$ cat src/rtl/pipe_stage_reg_pkg.sv
`default_nettype none
// ============================================================================
// Module      : pipe_stage_reg_pkg
// Description : Shared types and constants for the skid-buffered pipeline
//               stage: state encoding, occupancy width, occupancy decode.
// Revision    : 1.0 - initial release
// ============================================================================
package pipe_stage_reg_pkg;

   // Width of the occupancy output (holds 0, 1 or 2).
   localparam int COUNT_W = 2;

   // Stage occupancy state. Encoding 2'b11 is unused and recovers to EMPTY.
   typedef enum logic [1:0] {
      ST_EMPTY = 2'b00,
      ST_BUSY  = 2'b01,
      ST_FULL  = 2'b10
   } state_t;

   // Number of entries held for a given state; the unused code reports zero.
   function automatic logic [COUNT_W-1:0] state_count(input state_t s);
      logic [COUNT_W-1:0] n;
      case (s)
         ST_EMPTY: n = 2'd0;
         ST_BUSY:  n = 2'd1;
         ST_FULL:  n = 2'd2;
         default:  n = 2'd0;
      endcase
      return n;
   endfunction

endpackage : pipe_stage_reg_pkg
`default_nettype wire

$ cat src/rtl/pipe_stage_reg_en_reg.sv
`default_nettype none
// ============================================================================
// Module      : en_reg
// Description : WIDTH-bit load-enable register with asynchronous active-low
//               reset to RESET_VAL. Holds its value whenever en_i is low.
// Revision    : 1.0 - initial release
// ============================================================================
module en_reg #(
   parameter int               WIDTH     = 32,
   parameter logic [WIDTH-1:0] RESET_VAL = '0
) (
   input  logic             clk,
   input  logic             rst,
   input  logic             en_i,
   input  logic [WIDTH-1:0] d_i,
   output logic [WIDTH-1:0] q_o
);

   logic [WIDTH-1:0] data_q;

   // Capture d_i only when enabled; reset forces the configured value.
   always_ff @(posedge clk or negedge rst) begin
      if (!rst) begin
         data_q <= RESET_VAL;
      end else if (en_i) begin
         data_q <= d_i;
      end
   end

   assign q_o = data_q;

endmodule : en_reg
`default_nettype wire

$ cat src/rtl/pipe_stage_reg.sv
`default_nettype none
// ============================================================================
// Module      : pipe_stage_reg
// Description : Two-entry valid/ready pipeline stage (main + skid register).
//               in_ready, out_valid and count are decoded from the state
//               register only, so no combinational path runs from out_ready
//               to in_ready. out_data comes straight from the main register.
// Revision    : 1.0 - initial release
// ============================================================================
module pipe_stage_reg
   import pipe_stage_reg_pkg::*;
#(
   parameter int               WIDTH     = 32,
   parameter logic [WIDTH-1:0] RESET_VAL = '0
) (
   input  logic               clk,
   input  logic               rst,
   input  logic               flush,
   input  logic               in_valid,
   input  logic [WIDTH-1:0]   in_data,
   output logic               in_ready,
   output logic               out_valid,
   output logic [WIDTH-1:0]   out_data,
   input  logic               out_ready,
   output logic [COUNT_W-1:0] count
);

   state_t           state_q;
   state_t           state_d;

   logic             w_in_fire;
   logic             w_out_fire;
   logic             w_main_en;
   logic             w_main_sel_skid;
   logic             w_skid_en;
   logic [WIDTH-1:0] w_main_d;
   logic [WIDTH-1:0] main_q;
   logic [WIDTH-1:0] skid_q;

   // Handshakes use the state-decoded flags, never raw inputs alone.
   assign w_in_fire  = in_valid  & in_ready;
   assign w_out_fire = out_valid & out_ready;

   // Main refills from the skid when draining FULL, otherwise from upstream.
   assign w_main_d   = w_main_sel_skid ? skid_q : in_data;

   // State register: async reset to EMPTY.
   always_ff @(posedge clk or negedge rst) begin
      if (!rst) begin
         state_q <= ST_EMPTY;
      end else begin
         state_q <= state_d;
      end
   end

   // Next state and data-register load enables; flush overrides everything
   // and suppresses every load so the main register keeps its last value.
   always_comb begin
      state_d         = state_q;
      w_main_en       = 1'b0;
      w_main_sel_skid = 1'b0;
      w_skid_en       = 1'b0;
      if (flush) begin
         state_d = ST_EMPTY;
      end else begin
         case (state_q)
            ST_EMPTY: begin
               if (w_in_fire) begin
                  w_main_en = 1'b1;
                  state_d   = ST_BUSY;
               end
            end
            ST_BUSY: begin
               if (w_in_fire && w_out_fire) begin
                  // Head leaves while the new entry takes its place.
                  w_main_en = 1'b1;
               end else if (w_in_fire) begin
                  // Head stalled: park the newcomer in the skid register.
                  w_skid_en = 1'b1;
                  state_d   = ST_FULL;
               end else if (w_out_fire) begin
                  state_d   = ST_EMPTY;
               end
            end
            ST_FULL: begin
               if (w_out_fire) begin
                  w_main_en       = 1'b1;
                  w_main_sel_skid = 1'b1;
                  state_d         = ST_BUSY;
               end
            end
            default: begin
               state_d = ST_EMPTY;
            end
         endcase
      end
   end

   // Status outputs decoded purely from the state register.
   always_comb begin
      in_ready  = 1'b0;
      out_valid = 1'b0;
      count     = state_count(state_q);
      case (state_q)
         ST_EMPTY: begin
            in_ready  = 1'b1;
            out_valid = 1'b0;
         end
         ST_BUSY: begin
            in_ready  = 1'b1;
            out_valid = 1'b1;
         end
         ST_FULL: begin
            in_ready  = 1'b0;
            out_valid = 1'b1;
         end
         default: begin
            in_ready  = 1'b0;
            out_valid = 1'b0;
         end
      endcase
   end

   en_reg #(
      .WIDTH     (WIDTH),
      .RESET_VAL (RESET_VAL)
   ) u_main_reg (
      .clk  (clk),
      .rst  (rst),
      .en_i (w_main_en),
      .d_i  (w_main_d),
      .q_o  (main_q)
   );

   en_reg #(
      .WIDTH     (WIDTH),
      .RESET_VAL (RESET_VAL)
   ) u_skid_reg (
      .clk  (clk),
      .rst  (rst),
      .en_i (w_skid_en),
      .d_i  (in_data),
      .q_o  (skid_q)
   );

   assign out_data = main_q;

endmodule : pipe_stage_reg
`default_nettype wire
$ cat config.mk
export PLATFORM = sky130hd
export DESIGN_NAME = pipe_stage_reg
export DESIGN_NICKNAME = d
export VERILOG_FILES = /design/src/rtl/pipe_stage_reg_pkg.sv /design/src/rtl/pipe_stage_reg_en_reg.sv /design/src/rtl/pipe_stage_reg.sv
export SDC_FILE = /design/constraint.sdc
export NUM_CORES = 1
export LEC_CHECK = 0
export ABC_AREA = 1
export BUFFER_PORTS_ARGS = -buffer_cell sky130_fd_sc_hd__buf_2
export CAP_MARGIN = 40
export CELL_PAD_IN_SITES_DETAIL_PLACEMENT = 1
export CELL_PAD_IN_SITES_GLOBAL_PLACEMENT = 2
export CORE_MARGIN = 3
export CORE_UTILIZATION = 27
export CTS_CLUSTER_SIZE = 10
export DETAILED_ROUTE_END_ITERATION = 10
export PLACE_DENSITY = 0.77
export SLEW_MARGIN = 30
export SYNTH_ARGS = -nofsm -noshare
export SYNTH_HDL_FRONTEND = slang
export SYNTH_SLANG_ARGS = --single-unit
$ cat constraint.sdc
create_clock -name clk -period 1.5 [get_ports clk]
set_clock_uncertainty 0.1 [all_clocks]
set_input_delay 0.15 -clock clk [delete_from_list [all_inputs] [get_ports clk]]
set_output_delay 0.15 -clock clk [all_outputs]
set_load 0.005 [all_outputs]
---- After elaboration in Yosys (flattened, before gate mapping) ----
Index checks and enable logic that the tools add are counted.
word-level totals
  bits in registers ....................... 66
  input port bits ......................... 37
  output and inout bits ................... 36
  logic and storage cells ................. 37
cells by class
  equality and inequality tests ........... 6
  multiplexer cells ....................... 21
  bitwise logic cells ..................... 2
  reductions and logical operators ........ 5
operators by type and width
  operator              number
  $mux W32              1
  $mux W2               6
  $mux W1               11
  $ne A3 B3 Y1 const B  3
  $pmux W2 S3           1
  $ne A4 B4 Y1 const B  1
  $pmux W2 S2           1
  $reduce_and A4 Y1     1
  $reduce_or A2 Y1      2
  $pmux W1 S3           1
  $and A1 B1 Y1         2
  $eq A2 B1 Y1 const B  1
  $eq A2 B2 Y1 const B  1
  $logic_not A2 Y1      1
  $logic_and A1 B1 Y1   1

---- Longest topological paths before layout ----
  depth after elaboration ................. 9
  depth in mapped cells ................... 10
  mapped depth without buffers ............ 9

---- Cells and area by module ----
A second synthesis with hierarchy kept.
unflattened totals
  cells, all modules ...................... 415
  area, all modules ....................... 3459.6 um^2
modules (own cells, without submodules)
  module          times used  cells an instance  area each (um^2)  sequential area each (um^2)
  en_reg          2           136                1292.5            800.8
  pipe_stage_reg  1           143                874.6             50.0

---- Worst setup path after synthesis ----
Ideal clock, no wire load.
  path type ............................... register to register
  start ................................... reg state_q[0]
  end ..................................... reg u_main_reg.data_q[0] (netlist: u_main_reg.q_o[0])
  setup time .............................. 116 ps
  arrival time ............................ 1508 ps
  data required time ...................... 1284 ps
  setup slack ............................. -225 ps
  cell stages (with the launch flop) ...... 11
  path buffers ............................ 1
  period minus slack after synthesis ...... 1725 ps
  cells stage by stage .................... dfrtp_1 inv_1 ha_1 nand2_2 inv_2 nand3_1 nand2_1 nand2_2 buf_2 nand2_1 nand2_1
on the way
  longest elaborated chain between the ends .. 8
  elaborated cells between the ends (all ways) .. 18
  those cells by class .................... 2 x eq/ne; 10 x mux; 2 x bitwise; 4 x reduce/logical
RTL lines
  what                                                   line                                        RTL
  start, declared                                        pipe_stage_reg.sv:28                        state_t state_q;
  start signal, assigned                                 pipe_stage_reg.sv:52                        state_q <= state_d;
  $eq A2 B2 Y1 / $eq A2 B1 Y1 (equally long branches)    pipe_stage_reg.sv:104                       case (state_q)
  $reduce_or A2 Y1 (no source line) (*)                  n/a
  $mux W1 (*)                                            pipe_stage_reg.sv:104
  named net out_valid                                    pipe_stage_reg.sv:22                        output logic out_valid,
  $and A1 B1 Y1 (*)                                      pipe_stage_reg.sv:42                        assign w_out_fire = out_valid & out_ready;
  $logic_and A1 B1 Y1 / $mux W1 (equally long branches)  pipe_stage_reg.sv:74, pipe_stage_reg.sv:86
  $mux W1 (on tied branches)                             pipe_stage_reg.sv:74, pipe_stage_reg.sv:66
  $pmux W1 S3 / $mux W1 (equally long branches)          pipe_stage_reg.sv:66, pipe_stage_reg.sv:63
  $mux W1 / $mux W32 (equally long branches)             pipe_stage_reg.sv:63, pipe_stage_reg.sv:45
  end signal, assigned                                   pipe_stage_reg_en_reg.sv:26                 data_q <= d_i;
  end, declared                                          pipe_stage_reg_en_reg.sv:19                 logic [WIDTH-1:0] data_q;
The timed path passes the listed nets; every way through them passes the cells marked *.
A chain may end at the register's enable or synchronous reset.

---- Final worst setup path ----
  start ................................... reg state_q[0]
  end ..................................... out in_ready
on the way
  longest elaborated chain between the ends .. 3
  elaborated cells between the ends (all ways) .. 4
  those cells by class .................... 1 x eq/ne; 1 x mux; 2 x reduce/logical
RTL lines
  what                                                     line                   RTL
  $eq A2 B1 Y1 / $logic_not A2 Y1 (equally long branches)  pipe_stage_reg.sv:104
  $reduce_or A2 Y1 (no source line) (*)                    n/a
  $mux W1 (*)                                              pipe_stage_reg.sv:104
  end, declared                                            pipe_stage_reg.sv:21   output logic in_ready,
Mark *: on every way between the ends. The rest lies on a longest branch, timed or not.

==> results.toml <==
[status]
status = "finished, violations left"
violations = "setup timing"

[clock_tree]
h-tree-depth = 3
cts-root-buf = "clkbuf_16"
numCtsBuffers = 9
clkLatencyLatePin_ns = 0.33
clk_path_buf_depth = 2
clock-sinks = 66
cts_tree = "done"
clk_pin_slew_ns = 0.06

[grt]
first_global_vias = 3330
grt_max_degree = 32
grt.overflow.total = 0
antenna_found_initial = 0
grt_pass1_wl_mm = 16.8
grt_use_total_pct = 16.3

[routing]
drt_first_pass_iters = 4
wl_mm = 11.0
drt_iter0_markers = 133
num_vias = 3222
drtAntennaViolNets = 0
avgViaCountPerCell = 4.62
wire_per_inst_um = 15.7
route.detailed.drc = 0

[logic_synthesis]
netlist_instances = 423
yosys-top-cells-area = "dfrtp_1, nand2_1, nand3_1, buf_2, ha_1"
yosys_register_bits = 66
synthesis.area_sq_um = 3170
synth.avg_cell_area_sq_um = 7.49
synth.net_count = 466
yosysTopAreaCell = "dfrtp_1"
synth_top_area_share_pct = 52.1
synth_seq_area_share_pct = 52.1
yosysWarnings = 0
ys_types = 12

[sta]
tightest_slew_ns = 0.334
fmaxAchievable_mhz = 589
setup_viol = 70
slew_violations = 0
grt_setup_unrepaired = "yes"
min_period_ns = 1.70
maxSlewHeadroom_pct = 77.7
fin_crit_sh_pct = 113
hold_viol_final = 0
setup_slack_ns = -0.196

[power]
leakage_nw = 2.69
power_density_nw_per_um2 = 1660
ir_drop_uv = 937

[floorplanning]
pin_count = 73
die_h_um = 114
die_x_um = 114
rows = 38
die_area_sq_um = 13100
start_util_pct = 28.4
core_sq_um = 11200

[cells_and_area]
final_common_cell = "nand2_1"
drive_above_1_share_pct = 31.2
nets = 597
layout_common_cells = "nand2_1, buf_2, dfrtp_1"
antenna_cells = 0
fin_area_sq_um = 4930
syn_to_final_growth_pct = 55.7

[worst_setup_path]
arrival_ns = 1.45
crit_type = "flop to output pin"
cp_max_fo = 3
cp_data_required_time_ns = 1.25
start_kind = "flop"
cp-end-kind = "output pin"

[worst_hold_path]
hold_path_class = "input port to flop"

[placement]
dp_hpwl_mm = 6.96
placed_area_sq_um = 3940
dp_slack_ns = -0.203
port_buffers = 72
routabilityCongestion = 0.766

[run]
maxCapViolations = 0
[worst paths after layout]
kind / start / slack, ns / endpoint / cells after the start
setup / recovery: state_q[0] / -0.20 / in_ready / 6
hold / removal: in_data[11] / 0.009 / u_skid_reg.q_o[11] / 3
setup reg to reg: state_q[0] / -0.16 / u_main_reg.q_o[31] / 9
hold reg to reg: u_main_reg.q_o[19] / 0.37 / u_main_reg.q_o[19] / 2
max in group asynchronous: rst / 0.59 / state_q[1] / 3
min in group asynchronous: rst / 0.18 / u_skid_reg.q_o[25] / 2
[flip-flops by register name (all words and copies together), names as in the netlist]
| signal | flops |
|---|---|
| u_main_reg.q_o | 32 |
| u_skid_reg.q_o | 32 |
| state_q | 2 |
[area by class of cell]
cell class / instances / area [sq um]
clock buffers: 10 / 229
clock inverters: 4 / 45.0
fillers: 1344 / 6240
inverters: 9 / 36.3
multi-input cells: 324 / 1560
flip-flops and latches: 66 / 1650
well taps: 140 / 175
repair buffers: 144 / 1240
[synth_stat cells, drive strengths merged]
cell,number
nand2,242
inv,9
nand3,70
o21a,1
buf,18
clkbuf,6
ha,6
dfrtp,66
nor2,5
[cells by family (layout without fill, tap and decap cells)]
family	count (synthesis)	after routing	share of synthesized area (%)
AND/OR/NAND/NOR	317	317	40.6
flip-flops	66	66	52.1
buffers and inverters	33	167	4.62
adder cells (fa/ha/maj)	6	6	2.37
AO/OA/AOI/OAI	1	1	0.237
[power by group]
part	internal (mW)	switching (mW)
logic	1.40	1.60
clock network	1.26	0.752
registers	2.66	0.518
[stage by stage]
stage	hold slack [ns]	power (mW)	instances	TNS [ns]	utilization, %
floorplan	-0.246	4.48	423	-2.98	-
global placement	-0.0221	5.67	642	-4.38	35.2
detailed placement	-0.0174	5.78	642	-8.40	35.2
CTS	0.00830	7.99	690	-8.51	41.4
global route	0.0125	8.82	697	-13.88	44.1
finish	0.00949	8.18	697	-8.33	44.1
[worst max-delay path: stages, from the launching register on]
cell,delay (ns)
dfrtp_1,0.40
buf_4,0.15
ha_2,0.19
inv_1,0.07
nand2_2,0.06
buf_4,0.12
buf_2,0.11
[metal layers]
| metal | track usage (%) | up-vias | wire (um) | share of wire [%] |
|---|---|---|---|---|
| met2 | 28.8 | 57 | 5540 | 51 |
| met3 | 3.65 | 10 | 401 | 3.7 |
| li1 | - | 1585 | - | - |
| met4 | 3.33 | 0 | 87 | 0.79 |
| met1 | 20.3 | 1570 | 4930 | 45 |
| met5 | 0 | - | 0 | 0 |
[timing repair]
item,4_1_cts,5_1_grt
endpoints found under the setup margin,70,70
gates resized for setup,17,43
buffers inserted,2,2
pin swaps,2,8
gates cloned,1,5
hold buffers,31,0
endpoints found under the hold margin,83,0
Note: power is estimated with default switching activity, not from simulation.
